## config.mk

```make
export PLATFORM = sky130hd
export DESIGN_NAME = dac_spi_rx
export DESIGN_NICKNAME = d
export VERILOG_FILES = /design/src/rtl/dac_spi_rx.sv
export SDC_FILE = /design/constraint.sdc
export NUM_CORES = 1
export LEC_CHECK = 0
export CAP_MARGIN = 40
export CORE_MARGIN = 3
export CORE_UTILIZATION = 32
export CTS_CLUSTER_DIAMETER = 100
export DETAILED_ROUTE_END_ITERATION = 7
export SETUP_SLACK_MARGIN = 0.15
export SLEW_MARGIN = 20
export SYNTH_ARGS = -nofsm -noshare
export SYNTH_HDL_FRONTEND = slang
export SYNTH_SLANG_ARGS = --single-unit
```

## constraint.sdc

```tcl
create_clock -name clk_i -period 5.2 [get_ports clk_i]
set_input_delay 0.52 -clock clk_i [delete_from_list [all_inputs] [get_ports clk_i]]
set_output_delay 0.52 -clock clk_i [all_outputs]
set_load 0.05 [all_outputs]
```

## src/rtl/dac_spi_rx.sv

```systemverilog
// -----------------------------------------------------------------------------
// dac_spi_rx
// Receiving end of the DAC command link. Samples the three DAC SPI pins in the
// clk domain, reassembles 16-bit MSB-first frames and decodes them into
// channel / config / value fields.
//
// Ports
//   clk_i          system clock
//   reset_i        synchronous, active-high reset
//   cs_pin_i       chip select pin, active low
//   clk_pin_i      serial clock pin (data taken on its rising edge)
//   data_pin_i     serial data pin
//   strobe_o       one-cycle pulse: valid frame committed
//   axis_o         channel of the last valid frame (0=A, 1=B)
//   config_o       {buffered, gain, shutdown_n} of the last valid frame
//   value_o        value of the last valid frame
//   value_a_o      last committed value for channel A
//   value_b_o      last committed value for channel B
//   frame_error_o  one-cycle pulse: frame rejected
//   error_count_o  saturating count of rejected frames
// -----------------------------------------------------------------------------
module dac_spi_rx #(
    parameter bit         CHECK_CONFIG  = 1'b1,
    parameter logic [2:0] EXPECT_CONFIG = 3'b111
) (
    input  logic        clk_i,
    input  logic        reset_i,
    input  logic        cs_pin_i,
    input  logic        clk_pin_i,
    input  logic        data_pin_i,
    output logic        strobe_o,
    output logic        axis_o,
    output logic [2:0]  config_o,
    output logic [11:0] value_o,
    output logic [11:0] value_a_o,
    output logic [11:0] value_b_o,
    output logic        frame_error_o,
    output logic [7:0]  error_count_o
);

    localparam logic [0:0] S_IDLE   = 1'b0;
    localparam logic [0:0] S_ACTIVE = 1'b1;

    localparam logic [4:0] BITS_FRAME = 5'd16;
    localparam logic [4:0] BITS_SAT   = 5'd17;

    // Saturating 8-bit increment for the error counter.
    function automatic logic [7:0] sat_inc8(input logic [7:0] v);
        if (v == 8'hFF) begin
            return v;
        end else begin
            return v + 8'd1;
        end
    endfunction

    // Input synchronizers and edge-history flops.
    logic cs_s1_q, cs_s2_q, cs_hist_q;
    logic sck_s1_q, sck_s2_q, sck_hist_q;
    logic dat_s1_q, dat_s2_q;

    // flushed_q marks that the synchronizer no longer holds reset values;
    // armed_q is set once cs has really been sampled high after reset, so the
    // artificial 1->0 transition seen when reset releases with cs low is not
    // mistaken for the start of a frame.
    logic flushed_q;
    logic armed_q;

    logic [0:0]  state_q, state_d;
    logic [4:0]  count_q, count_d;
    logic [15:0] shift_q, shift_d;

    logic        strobe_q, strobe_d;
    logic        frame_error_q, frame_error_d;
    logic        axis_q, axis_d;
    logic [2:0]  config_q, config_d;
    logic [11:0] value_q, value_d;
    logic [11:0] value_a_q, value_a_d;
    logic [11:0] value_b_q, value_b_d;
    logic [7:0]  error_count_q, error_count_d;

    logic cs_fall_s, cs_rise_s, sck_rise_s;
    logic cfg_ok_s;
    logic commit_s, reject_s;

    assign cs_fall_s  = armed_q & cs_hist_q & ~cs_s2_q;
    assign cs_rise_s  = ~cs_hist_q & cs_s2_q;
    assign sck_rise_s = sck_s2_q & ~sck_hist_q;

    // Config field of the frame currently held in the shift register.
    assign cfg_ok_s = (CHECK_CONFIG == 1'b0) || (shift_q[14:12] == EXPECT_CONFIG);

    // Frame-assembly FSM: next state, bit counter, shift register and verdict.
    always_comb begin
        state_d  = state_q;
        count_d  = count_q;
        shift_d  = shift_q;
        commit_s = 1'b0;
        reject_s = 1'b0;
        case (state_q)
            S_IDLE: begin
                if (cs_fall_s) begin
                    state_d = S_ACTIVE;
                    // A serial-clock rise coincident with CS fall is bit 0.
                    if (sck_rise_s) begin
                        count_d = 5'd1;
                        shift_d = {15'd0, dat_s2_q};
                    end else begin
                        count_d = 5'd0;
                        shift_d = 16'd0;
                    end
                end else begin
                    state_d = S_IDLE;
                end
            end
            S_ACTIVE: begin
                // CS rise wins over a coincident serial-clock rise.
                if (cs_rise_s) begin
                    state_d = S_IDLE;
                    if ((count_q == BITS_FRAME) && cfg_ok_s) begin
                        commit_s = 1'b1;
                    end else begin
                        reject_s = 1'b1;
                    end
                end else if (sck_rise_s) begin
                    shift_d = {shift_q[14:0], dat_s2_q};
                    count_d = (count_q == BITS_SAT) ? count_q : (count_q + 5'd1);
                end else begin
                    state_d = S_ACTIVE;
                end
            end
            default: begin
                state_d = S_IDLE;
                count_d = 5'd0;
                shift_d = 16'd0;
            end
        endcase
    end

    // Output register next values: decode on commit, count on reject.
    always_comb begin
        strobe_d      = commit_s;
        frame_error_d = reject_s;
        axis_d        = axis_q;
        config_d      = config_q;
        value_d       = value_q;
        value_a_d     = value_a_q;
        value_b_d     = value_b_q;
        if (commit_s) begin
            axis_d   = shift_q[15];
            config_d = shift_q[14:12];
            value_d  = shift_q[11:0];
            if (shift_q[15]) begin
                value_b_d = shift_q[11:0];
            end else begin
                value_a_d = shift_q[11:0];
            end
        end else begin
            value_d = value_q;
        end
        if (reject_s) begin
            error_count_d = sat_inc8(error_count_q);
        end else begin
            error_count_d = error_count_q;
        end
    end

    // All state: synchronizers, FSM and output registers.
    always_ff @(posedge clk_i) begin
        if (reset_i) begin
            cs_s1_q       <= 1'b1;
            cs_s2_q       <= 1'b1;
            cs_hist_q     <= 1'b1;
            sck_s1_q      <= 1'b0;
            sck_s2_q      <= 1'b0;
            sck_hist_q    <= 1'b0;
            dat_s1_q      <= 1'b0;
            dat_s2_q      <= 1'b0;
            flushed_q     <= 1'b0;
            armed_q       <= 1'b0;
            state_q       <= S_IDLE;
            count_q       <= 5'd0;
            shift_q       <= 16'd0;
            strobe_q      <= 1'b0;
            frame_error_q <= 1'b0;
            axis_q        <= 1'b0;
            config_q      <= 3'd0;
            value_q       <= 12'd0;
            value_a_q     <= 12'd0;
            value_b_q     <= 12'd0;
            error_count_q <= 8'd0;
        end else begin
            cs_s1_q       <= cs_pin_i;
            cs_s2_q       <= cs_s1_q;
            cs_hist_q     <= cs_s2_q;
            sck_s1_q      <= clk_pin_i;
            sck_s2_q      <= sck_s1_q;
            sck_hist_q    <= sck_s2_q;
            dat_s1_q      <= data_pin_i;
            dat_s2_q      <= dat_s1_q;
            flushed_q     <= 1'b1;
            armed_q       <= armed_q | (flushed_q & cs_s1_q);
            state_q       <= state_d;
            count_q       <= count_d;
            shift_q       <= shift_d;
            strobe_q      <= strobe_d;
            frame_error_q <= frame_error_d;
            axis_q        <= axis_d;
            config_q      <= config_d;
            value_q       <= value_d;
            value_a_q     <= value_a_d;
            value_b_q     <= value_b_d;
            error_count_q <= error_count_d;
        end
    end

    assign strobe_o      = strobe_q;
    assign frame_error_o = frame_error_q;
    assign axis_o        = axis_q;
    assign config_o      = config_q;
    assign value_o       = value_q;
    assign value_a_o     = value_a_q;
    assign value_b_o     = value_b_q;
    assign error_count_o = error_count_q;

endmodule

```

==> run_results.csv <==
group,metric,value,unit
outcome,status,"completed",
logic_synthesis,synth_area,3150,um2
critical_path,crit_required,5.44,ns
placed_design,hpwl,4.63,mm
floorplan,die-area,11100,um2
cells_and_area,antenna_cells,0,
logic_synthesis,synth.area.top_cells,"dfxtp_1, mux2i_1, a21oi_1",
logic_synthesis,postSynthCellCount,340,
critical_path,cp-start-kind,"flop",
cells_and_area,nNetsFinal,396,
timing,hold_violations,0,
detailed_routing,post_drt_via_cell_ratio,4.82,
timing,slew-limit-headroom,0.572,
timing,post-route-period-util,0.445,
power,leakage,0.00129,uW
placed_design,portBuffers,54,
global_routing,grt_pass1_wl,11.8,mm
worst_hold_path,hold_class,"reg -> reg",
floorplan,rows,35,
flow_run,maxCapViolCount,0,
global_routing,grt_pass1_vias,2365,
floorplan,start_util,0.335,
critical_path,arrival,2.56,ns
power,peakVddDrop,0.168,mV
worst_hold_path,min_path_cells,1,
cells_and_area,final_area,4020,um2
logic_synthesis,synth.top_cell.area_share,0.520,
detailed_routing,drc,0,
floorplan,num_io_pins,55,
floorplan,die_h,105,um
detailed_routing,firstDrtPassIters,6,
critical_path,r2r-start,"state_q",
clock_network,cts.sinks,82,
floorplan,coreArea,9420,um2
clock_network,cts.clk_slew.worst_paths,0.09,ns
logic_synthesis,yosysWarnings,0,
logic_synthesis,syn-num-nets,349,
logic_synthesis,ys_seq_elements,82,
clock_network,ctsRootBufferMaster,"clkbuf_8",
placed_design,placed_cell_area,3760,um2
global_routing,grt_overflow,0,
timing,report.final.slew_viol_count,0,
global_routing,antenna_found_initial,0,
clock_network,cts-resized-gates,0,
worst_hold_path,min-delay-start,"sck_s1_q",
critical_path,critPathMaxFanout,17,
clock_network,numCtsBuffers,9,
detailed_routing,wl_per_cell,13.5,um
timing,fin_crit,2.31,ns
critical_path,rrSetupSlack,2.89,ns
power,power_density,297,nW/um2
logic_synthesis,synth_cell_types,45,
timing,fin_tns_setup,0,ns
critical_path,worstSetupEndpointType,"flop",
clock_network,cts.htree.levels,3,
timing,timing.fmax,0.432,GHz
detailed_routing,drt_wl_total,7.05,mm
critical_path,worst-setup-path-type,"reg -> reg",
global_routing,grt_max_degree,48,
timing,whs,0.449,ns
timing,setup_viol,0,
detailed_routing,drt_iter0_markers,175,
cells_and_area,drive_gt1_frac,0.0893,
timing,fin_worst_skew,0.00975,ns
placed_design,gp_congestion,0.763,
worst_hold_path,min_to,"sck_s2_q",
floorplan,die_x,105,um
clock_network,clk_path_buf_depth,2,
logic_synthesis,ys_seq_area_frac,0.520,
logic_synthesis,synth.avg_cell_area,9.28,um2
critical_path,regToRegEndpoint,"value_o[1]",
critical_path,r2r_cells,6,
clock_network,clock_latency,0.36,ns
cells_and_area,syn_to_final_growth,27.6,%
timing,tightest_slew,0.641,ns
global_routing,grt_util_all_layers,0.131,
detailed_routing,ant_nets,0,
timing,rsz0062_at_grt,"no",
logic_synthesis,yosysTopAreaCell,"dfxtp_1",
clock_network,cts_tree,"built",
detailed_routing,dr_total_vias,2513,
clock_network,ctsHoldBuffers,0,
clock_network,post-cts-setup-buffer-count,0,
## per-stage QoR
step / setup WS (ns) / util / instances / total power [uW]
2_1_floorplan: 3.46 / - / 340 / 664
3_3_place_gp: 2.59 / 0.398 / 502 / 671
3_5_place_dp: 2.61 / 0.399 / 503 / 672
4_1_cts: 2.58 / 0.424 / 519 / 1200
5_1_grt: 2.69 / 0.427 / 521 / 1240
6_report: 2.89 / 0.427 / 521 / 1190
## per-layer routing
layer	track usage	wire, um	up-vias
met5	0	0	-
met4	0.0581	116	0
met3	0.0386	406	8
met2	0.189	3030	55
met1	0.180	3500	1172
li1	-	-	1278
## how the worst max path moves through the flow
stage | start | to | slack (ns) | cells past startpoint
CTS | state_q | value_o[2] | 2.58 | 5
floorplan | count_q[4] | value_a_o[11] | 3.46 | 6
global route | state_q | value_o[4] | 2.69 | 6
finish | state_q | value_o[1] | 2.89 | 6
detailed placement | state_q | value_o[2] | 2.61 | 5
global placement | state_q | value_a_o[11] | 2.59 | 4
## sequential cells by signal (all words and copies together), names as in the netlist, 3 cells and up
signal,flops
config_o,3
count_q,5
error_count_o,8
shift_q,16
value_a_o,12
value_b_o,12
value_o,12
## critical path: stages (launching register included)
cell and delay (ns):
dfxtp_1 0.59, buf_8 0.22, nand3b_2 0.18, nor3_4 0.57, buf_4 0.37, mux2i_1 0.22
nor2_1 0.05
## report_power, final
| part | internal [uW] | total [uW] | switching, uW |
|---|---|---|---|
| clock network | 281 | 535 | 254 |
| logic | 8.70 | 25.3 | 16.6 |
| registers | 631 | 634 | 2.61 |
| total | 921 | 1190 | 273 |
## Yosys cell counts
cell,n
clkbuf_1,11
nand3b_2,1
a2111oi_0,1
nand2b_1,2
o41ai_1,1
nor2b_1,7
buf_6,4
nor3_2,1
buf_1,3
o21bai_1,2
o2bb2ai_1,1
a31o_2,1
or3b_1,1
nor4_4,1
inv_1,6
nand4bb_1,1
or3_2,1
and4_1,1
ha_1,4
o311ai_0,1
or4_1,3
or4_4,1
nand3b_1,1
o21bai_2,1
nand4_1,4
nand2_1,35
nor4_1,1
and2_1,2
dfxtp_1,82
or2_2,4
buf_4,2
clkbuf_2,1
a32oi_1,1
or3_1,3
o21ai_0,4
a31oi_1,4
a41oi_1,1
mux2i_1,25
o31ai_1,3
a21oi_1,35
o311a_1,1
nor2_1,37
nand3_1,34
and4bb_2,1
buf_2,3
## cell families after synthesis
group | count (synthesis) | share of synthesized area
AND/OR/NAND/NOR | 142 | 0.227
flip-flops | 82 | 0.520
AO/OA/AOI/OAI | 57 | 0.108
buffers and inverters | 30 | 0.0492
multiplexers | 25 | 0.0793
adder cells (fa/ha/maj) | 4 | 0.0159
## layout make-up
type	count	area, um2
multi-input combinational	228	1360
tap	129	161
clock inverter	7	106
sequential	82	1640
timing repair buffer	60	604
fill	942	5390
clock buffer	9	124
inverter	6	22.5
## layout by cell type (no fill, tap or decap), types with 2 or more instances in the layout
cell type / netlist / routed
nand3_1: 34 / 34
and2_1: 2 / 2
nand4_1: 4 / 4
nor2_1: 37 / 37
or4_1: 3 / 3
o21ai_0: 4 / 4
dfxtp_1: 82 / 82
or2_2: 4 / 4
o31ai_1: 3 / 3
inv_6: 0 / 4
a21oi_1: 35 / 35
clkbuf_8: 0 / 9
clkdlybuf4s50_1: 0 / 53
inv_1: 6 / 6
buf_4: 2 / 3
nand2b_1: 2 / 2
nand2_1: 35 / 35
bufinv_16: 0 / 2
or3_1: 3 / 3
a31oi_1: 4 / 4
mux2i_1: 25 / 25
ha_1: 4 / 4
o21bai_1: 2 / 2
nor2b_1: 7 / 7
No activity file was read; power rests on OpenSTA's default activity.
